File: src/rtl/ae_pkg.sv
// Shared definitions for the autoencoder datapath: Q3.16 constants, frame geometry
// and the serializer state encoding.
package ae_pkg;

   localparam int DATA_W = 20;
   localparam int N_PIX  = 9;
   localparam int IDX_W  = 4;

   localparam logic signed [DATA_W-1:0] ZERO_Q16 = 20'sh00000;
   localparam logic signed [DATA_W-1:0] ONE_Q16  = 20'sh10000;
   localparam logic signed [DATA_W-1:0] HALF_Q16 = 20'sh08000;

   typedef enum logic [1:0] {
      IDLE = 2'd0,
      SEND = 2'd1,
      DONE = 2'd2
   } state_t;

endpackage

File: src/rtl/recon_serializer_if.sv
// Per-pixel probability stream carried from the serializer to its consumer.
interface recon_serializer_if;
   import ae_pkg::*;

   logic              m_valid;
   logic              m_ready;
   logic [DATA_W-1:0] m_data;
   logic              m_bit;
   logic [IDX_W-1:0]  m_index;
   logic              m_last;

   modport master (
      output m_valid,
      input  m_ready,
      output m_data,
      output m_bit,
      output m_index,
      output m_last
   );

   modport slave (
      input  m_valid,
      output m_ready,
      input  m_data,
      input  m_bit,
      input  m_index,
      input  m_last
   );

endinterface

File: src/rtl/prob_clamp.sv
// Combinational clamp of a signed Q3.16 probability into [0, 1.0] and its
// decision against the threshold.
module prob_clamp
   import ae_pkg::*;
#(
   parameter logic signed [DATA_W-1:0] THRESH = HALF_Q16
) (
   input  logic signed [DATA_W-1:0] prob,
   output logic signed [DATA_W-1:0] clamped,
   output logic                     bit_out
);

   always_comb begin
      if (prob < ZERO_Q16) begin
         clamped = ZERO_Q16;
      end else if (prob > ONE_Q16) begin
         clamped = ONE_Q16;
      end else begin
         clamped = prob;
      end
      bit_out = (clamped >= THRESH);
   end

endmodule

File: src/rtl/recon_serializer.sv
// Snapshots a frame of sigmoid outputs, streams the clamped probabilities one
// pixel per beat and accumulates the reconstruction Hamming error.
module recon_serializer
   import ae_pkg::*;
#(
   parameter logic signed [DATA_W-1:0] THRESH = HALF_Q16
) (
   input  logic                    clk,
   input  logic                    rst,
   input  logic                    start,
   input  logic [N_PIX-1:0]        x_in,
   input  logic [N_PIX*DATA_W-1:0] prob_in,
   output logic                    busy,
   recon_serializer_if.master      m,
   output logic [N_PIX-1:0]        recon,
   output logic [IDX_W-1:0]        err_count,
   output logic                    done
);

   localparam logic [IDX_W-1:0] LAST_IDX = IDX_W'(N_PIX - 1);

   state_t                   state;
   state_t                   state_next;
   logic [IDX_W-1:0]         idx;
   logic [N_PIX-1:0]         x_cap;
   logic signed [DATA_W-1:0] prob_cap [N_PIX];
   logic signed [DATA_W-1:0] cur_raw;
   logic signed [DATA_W-1:0] cur_clamp;
   logic                     cur_bit;
   logic                     in_send;
   logic                     at_last;
   logic                     beat_fire;

   assign cur_raw   = prob_cap[idx];
   assign in_send   = (state == SEND);
   assign at_last   = (idx == LAST_IDX);
   assign beat_fire = in_send && m.m_ready;

   prob_clamp #(
      .THRESH (THRESH)
   ) u_clamp (
      .prob    (cur_raw),
      .clamped (cur_clamp),
      .bit_out (cur_bit)
   );

   always_ff @(posedge clk) begin
      if (rst) begin
         state <= IDLE;
      end else begin
         state <= state_next;
      end
   end

   // Stream outputs are a function of state and captured data only, so m_valid
   // never depends on m_ready and the beat holds steady through a stall.
   always_comb begin
      state_next  = state;
      busy        = 1'b0;
      done        = 1'b0;
      m.m_valid   = 1'b0;
      m.m_data    = '0;
      m.m_bit     = 1'b0;
      m.m_index   = '0;
      m.m_last    = 1'b0;
      case (state)
         IDLE: begin
            if (start) begin
               state_next = SEND;
            end
         end
         SEND: begin
            busy      = 1'b1;
            m.m_valid = 1'b1;
            m.m_data  = cur_clamp;
            m.m_bit   = cur_bit;
            m.m_index = idx;
            m.m_last  = at_last;
            if (m.m_ready && at_last) begin
               state_next = DONE;
            end
         end
         DONE: begin
            busy       = 1'b1;
            done       = 1'b1;
            state_next = IDLE;
         end
         default: begin
            state_next = IDLE;
         end
      endcase
   end

   // Capture happens only on an accepted start in IDLE; the snapshot is then
   // frozen until the next frame so upstream changes cannot leak into a stream.
   always_ff @(posedge clk) begin
      if (rst) begin
         idx       <= '0;
         x_cap     <= '0;
         recon     <= '0;
         err_count <= '0;
         for (int i = 0; i < N_PIX; i++) begin
            prob_cap[i] <= ZERO_Q16;
         end
      end else if ((state == IDLE) && start) begin
         idx       <= '0;
         x_cap     <= x_in;
         recon     <= '0;
         err_count <= '0;
         for (int i = 0; i < N_PIX; i++) begin
            prob_cap[i] <= prob_in[i*DATA_W +: DATA_W];
         end
      end else if (beat_fire) begin
         recon[idx] <= cur_bit;
         err_count  <= err_count + IDX_W'(cur_bit ^ x_cap[idx]);
         if (!at_last) begin
            idx <= idx + IDX_W'(1);
         end
      end
   end

endmodule

File: src/flat_wrapper.sv
// flat-port wrapper written by rule: the top's interface ports become plain ports
module recon_serializer_flat import ae_pkg::*;
#(
   parameter logic signed [DATA_W-1:0] THRESH = HALF_Q16
)
  (clk, rst, start, x_in, prob_in, busy, recon, err_count, done, m_m_valid, m_m_ready, m_m_data, m_m_bit, m_m_index, m_m_last);
  recon_serializer_if m_i ();
  input  logic clk;
  input  logic rst;
  input  logic start;
  input  logic [N_PIX-1:0] x_in;
  input  logic [N_PIX*DATA_W-1:0] prob_in;
  output logic busy;
  output logic [N_PIX-1:0] recon;
  output logic [IDX_W-1:0] err_count;
  output logic done;
  output wire logic [$bits(m_i.m_valid)-1:0] m_m_valid;
  input wire logic [$bits(m_i.m_ready)-1:0] m_m_ready;
  output wire logic [$bits(m_i.m_data)-1:0] m_m_data;
  output wire logic [$bits(m_i.m_bit)-1:0] m_m_bit;
  output wire logic [$bits(m_i.m_index)-1:0] m_m_index;
  output wire logic [$bits(m_i.m_last)-1:0] m_m_last;
  assign m_m_valid = m_i.m_valid;
  assign m_i.m_ready = m_m_ready;
  assign m_m_data = m_i.m_data;
  assign m_m_bit = m_i.m_bit;
  assign m_m_index = m_i.m_index;
  assign m_m_last = m_i.m_last;
  recon_serializer #(.THRESH(THRESH)) u_core (.clk(clk), .rst(rst), .start(start), .x_in(x_in), .prob_in(prob_in), .busy(busy), .m(m_i), .recon(recon), .err_count(err_count), .done(done));
endmodule
File: config.mk
export PLATFORM = sky130hd
export DESIGN_NAME = recon_serializer_flat
export DESIGN_NICKNAME = d
export VERILOG_FILES = /design/src/rtl/ae_pkg.sv /design/src/rtl/recon_serializer_if.sv /design/src/rtl/prob_clamp.sv /design/src/rtl/recon_serializer.sv /design/src/flat_wrapper.sv
export SDC_FILE = /design/constraint.sdc
export NUM_CORES = 1
export LEC_CHECK = 0
export CAP_MARGIN = 20
export CORE_MARGIN = 3
export CORE_UTILIZATION = 45
export CTS_CLUSTER_DIAMETER = 30
export DETAILED_ROUTE_END_ITERATION = 8
export PLACE_DENSITY = 0.77
export SLEW_MARGIN = 20
export SYNTH_ARGS = -nofsm -noshare
export SYNTH_HDL_FRONTEND = slang
export SYNTH_SLANG_ARGS = --single-unit
File: constraint.sdc
create_clock -name clk -period 3.8 [get_ports clk]
set_input_delay 0.95 -clock clk [delete_from_list [all_inputs] [get_ports clk]]
set_output_delay 0.95 -clock clk [all_outputs]
set_load 0.01 [all_outputs]
==> impl_metrics.yaml <==
power:
  p_total_mw: 7.241
  ir_drop_mv: 0.3442
  powerDensity_nw_per_um2: 536.2
  p_leak_nw: 5.068
clocking:
  clock_sinks: 212
  ctsHoldBuffers: 0
  clk_latency_ns: 0.50
  htree_num_levels: 2
  cts_buffers: 42
  cts_tree: "built"
  cts_max_path_buffers: 3
  cts-root-buf: "clkbuf_16"
  path_clk_slew_ns: 0.05
grt:
  grtUsageTotal_pct: 19.80
  grt_overflow_total: 0
  grt_max_degree: 165
  antenna_found_initial: 2
  grt_pass1_vias: 6416
  grt_pass1_wl_mm: 34.20
sta:
  setup_viol: 0
  hold_violations: 0
  fin_skew_ns: 0.01810
  slew_viol_final: 0
  fin_ws_ns: 0.09543
  slew_headroom_pct: 41.94
  worst_pin_slew_ns: 0.8709
  period_minus_slack_ns: 3.705
  fin_crit_sh_pct: 97.49
  clock.fmax_mhz: 269.9
die:
  initial_utilization_pct: 46.27
  rows: 52
  core_sq_um: 20430
  dieWidth_um: 150.9
  die_h_um: 150.9
  io_pins: 235
  die-area_sq_um: 22780
route:
  first_iter_violations: 334
  drt-pass1-iter-count: 4
  num_vias: 6121
  drc: 0
  drt-vias-per-instance: 5.017
  wl_per_cell_um: 18.57
  postRouteWirelength_mm: 22.65
  drtAntennaViolNets: 0
min_path:
  hp-class: "reg -> reg"
critical_path:
  crit_path_cell_trace: "mux4_2, mux2_2, mux2i_4, nand2_1, or2_1, buf_6, nor2_1, clkdlybuf4s15_1"
  crit_type: "reg -> out"
  critPathMaxFanout: 16
  cp_slowest_cell: "mux4_2"
  r2r_slack_ns: 1.00
  cp-end-kind: "output port"
  startpoint_type: "flop"
  required_ns: 2.85
  slowest_delay_ns: 0.50
  cp.arrival_ns: 2.75
logic_synthesis:
  yosysTopAreaCell: "edfxtp_1"
  netlist_area_sq_um: 9453
  synth-main-ff-cell: "edfxtp_1"
  yosys-top-cells-area: "edfxtp_1 (57%), and2_1 (12%), mux4_2 (9.5%)"
  synth_cells: 670
  ys_async_sr_fraction_pct: 0
  ys_seq_area_share_pct: 63.96
  yosysTopAreaCellShare_pct: 57.18
  postSynthAreaPerCell_sq_um: 14.11
  synth_edf_count: 180
  ys_seq_elements: 212
  synth_cell_types: 36
  yosys_warnings: 0
run_status:
  status: "completed"
placement:
  place.gp.congestion: 0.8318
  post-place-ws_ns: 0.1716
  hpwl_mm: 15.53
  port_buffers: 231
  post_dp_cell_area_sq_um: 12050
cells_and_area:
  drive_gt1_share_pct: 15.61
  postLayoutCellArea_sq_um: 13500
  areaGrowthSynthToFinish_pct: 42.86
  nets: 1119
  fillerInstances: 1512
job:
  maxCapViolations: 0
placed cells by master, fill, tap and decap left out, types with 9 or more instances in the layout:
master / n
a21oi_1: 20
and2_1: 186
mux2i_1: 22
nor2_1: 44
buf_4: 10
mux4_2: 40
o21ai_0: 12
clkbuf_2: 13
clkbuf_16: 44
nand3_1: 10
dfxtp_1: 29
nand2_1: 22
clkdlybuf4s50_1: 214
edfxtp_1: 180
a22o_1: 9
ha_1: 10
through the flow:
stage / hold slack (ns) / setup TNS (ns) / instances / util [%]
4_1_cts: 0.4758 / 0 / 1217 / 66.16
6_report: 0.4707 / 0 / 1220 / 66.10
3_5_place_dp: 0.4623 / 0 / 1139 / 59.00
3_3_place_gp: 0.4568 / 0 / 1139 / 59.00
5_1_grt: 0.4897 / -0.08251 / 1220 / 66.10
2_1_floorplan: 0.4437 / 0 / 672 / -
logic make-up (layout without fill, tap and decap cells):
family / after synthesis / after routing / share of synthesized area, %
AOI/OAI and AO/OA: 47 / 47 / 2.965
xor gates and xnor gates: 5 / 5 / 0.4634
adders and majority gates: 10 / 10 / 1.324
buffers and inverters: 52 / 328 / 2.369
DFF: 212 / 212 / 63.96
muxes: 66 / 66 / 12.43
other: 1 / 5 / 0.03967
and+or+nand+nor: 277 / 277 / 16.45
repair_timing:
item,in CTS,in global routing
setup buffers,2,1
resized for setup,24,33
pin swaps,0,0
endpoints found under the setup margin,17,17
gates cloned,0,0
worst max-delay path: cells and delay by family (launching register included):
kind | cells | cell delay, ns
simple gates | 3 | 0.46
flops | 1 | 0.40
mux | 3 | 0.97
buf+inv | 2 | 0.42
layout make-up:
type	instances	area, sq um	share of cell area, %
sequential	212	6052	44.82
multi-input combinational	408	3222	23.86
timing repair buffer	247	2427	17.97
clock buffer	49	1120	8.292
tap	270	337.8	2.502
clock inverter	27	314.1	2.326
inverter	5	26.28	0.1946
antenna	2	5.005	0.03706
synth_stat cells, types with 2 or more instances:
| cell | n |
|---|---|
| buf_2 | 8 |
| xor2_1 | 3 |
| a21oi_1 | 21 |
| nor3_1 | 2 |
| nor2_1 | 46 |
| and2_1 | 186 |
| buf_1 | 2 |
| dfxtp_1 | 32 |
| inv_1 | 4 |
| mux4_2 | 40 |
| nor2b_1 | 2 |
| nand3_1 | 10 |
| nand2_1 | 22 |
| clkbuf_1 | 33 |
| o21ai_0 | 13 |
| mux2i_1 | 24 |
| buf_4 | 3 |
| nand3b_1 | 2 |
| xnor2_1 | 2 |
| nand4_1 | 3 |
| a22o_1 | 9 |
| ha_1 | 10 |
| edfxtp_1 | 180 |
routing by layer:
layer	vias up	share of wire, %	GRT usage [%]
li1	2914	-	-
met1	2912	39	24.45
met2	243	50	33.27
met3	52	7.5	5.236
met4	0	3.2	7.978
met5	-	0	0
power breakdown:
group	switching, mW	internal, mW
sequential	0.0713	2.79
combinational	0.314	0.398
clock	1.16	2.51
total	1.54	5.70
sequential cells by signal, summed over array words and instances, names as in the netlist, named ones only:
signal            flops
u_core.prob_cap     180
u_core.x_cap          9
u_core.recon          9
u_core.err_count      4
u_core.state          2
u_core.idx            4
final timing paths:
| check | startpoint | endpoint | cells past startpoint |
|---|---|---|---|
| min reg2reg | u_core.recon[8] | u_core.recon[8] | 2 |
| max | flop | m_m_data[5] | 8 |
| min | u_core.recon[8] | u_core.recon[8] | 2 |
| max reg2reg | flop | u_core.err_count[2] | 13 |
No activity file was read; power rests on OpenSTA's default activity.
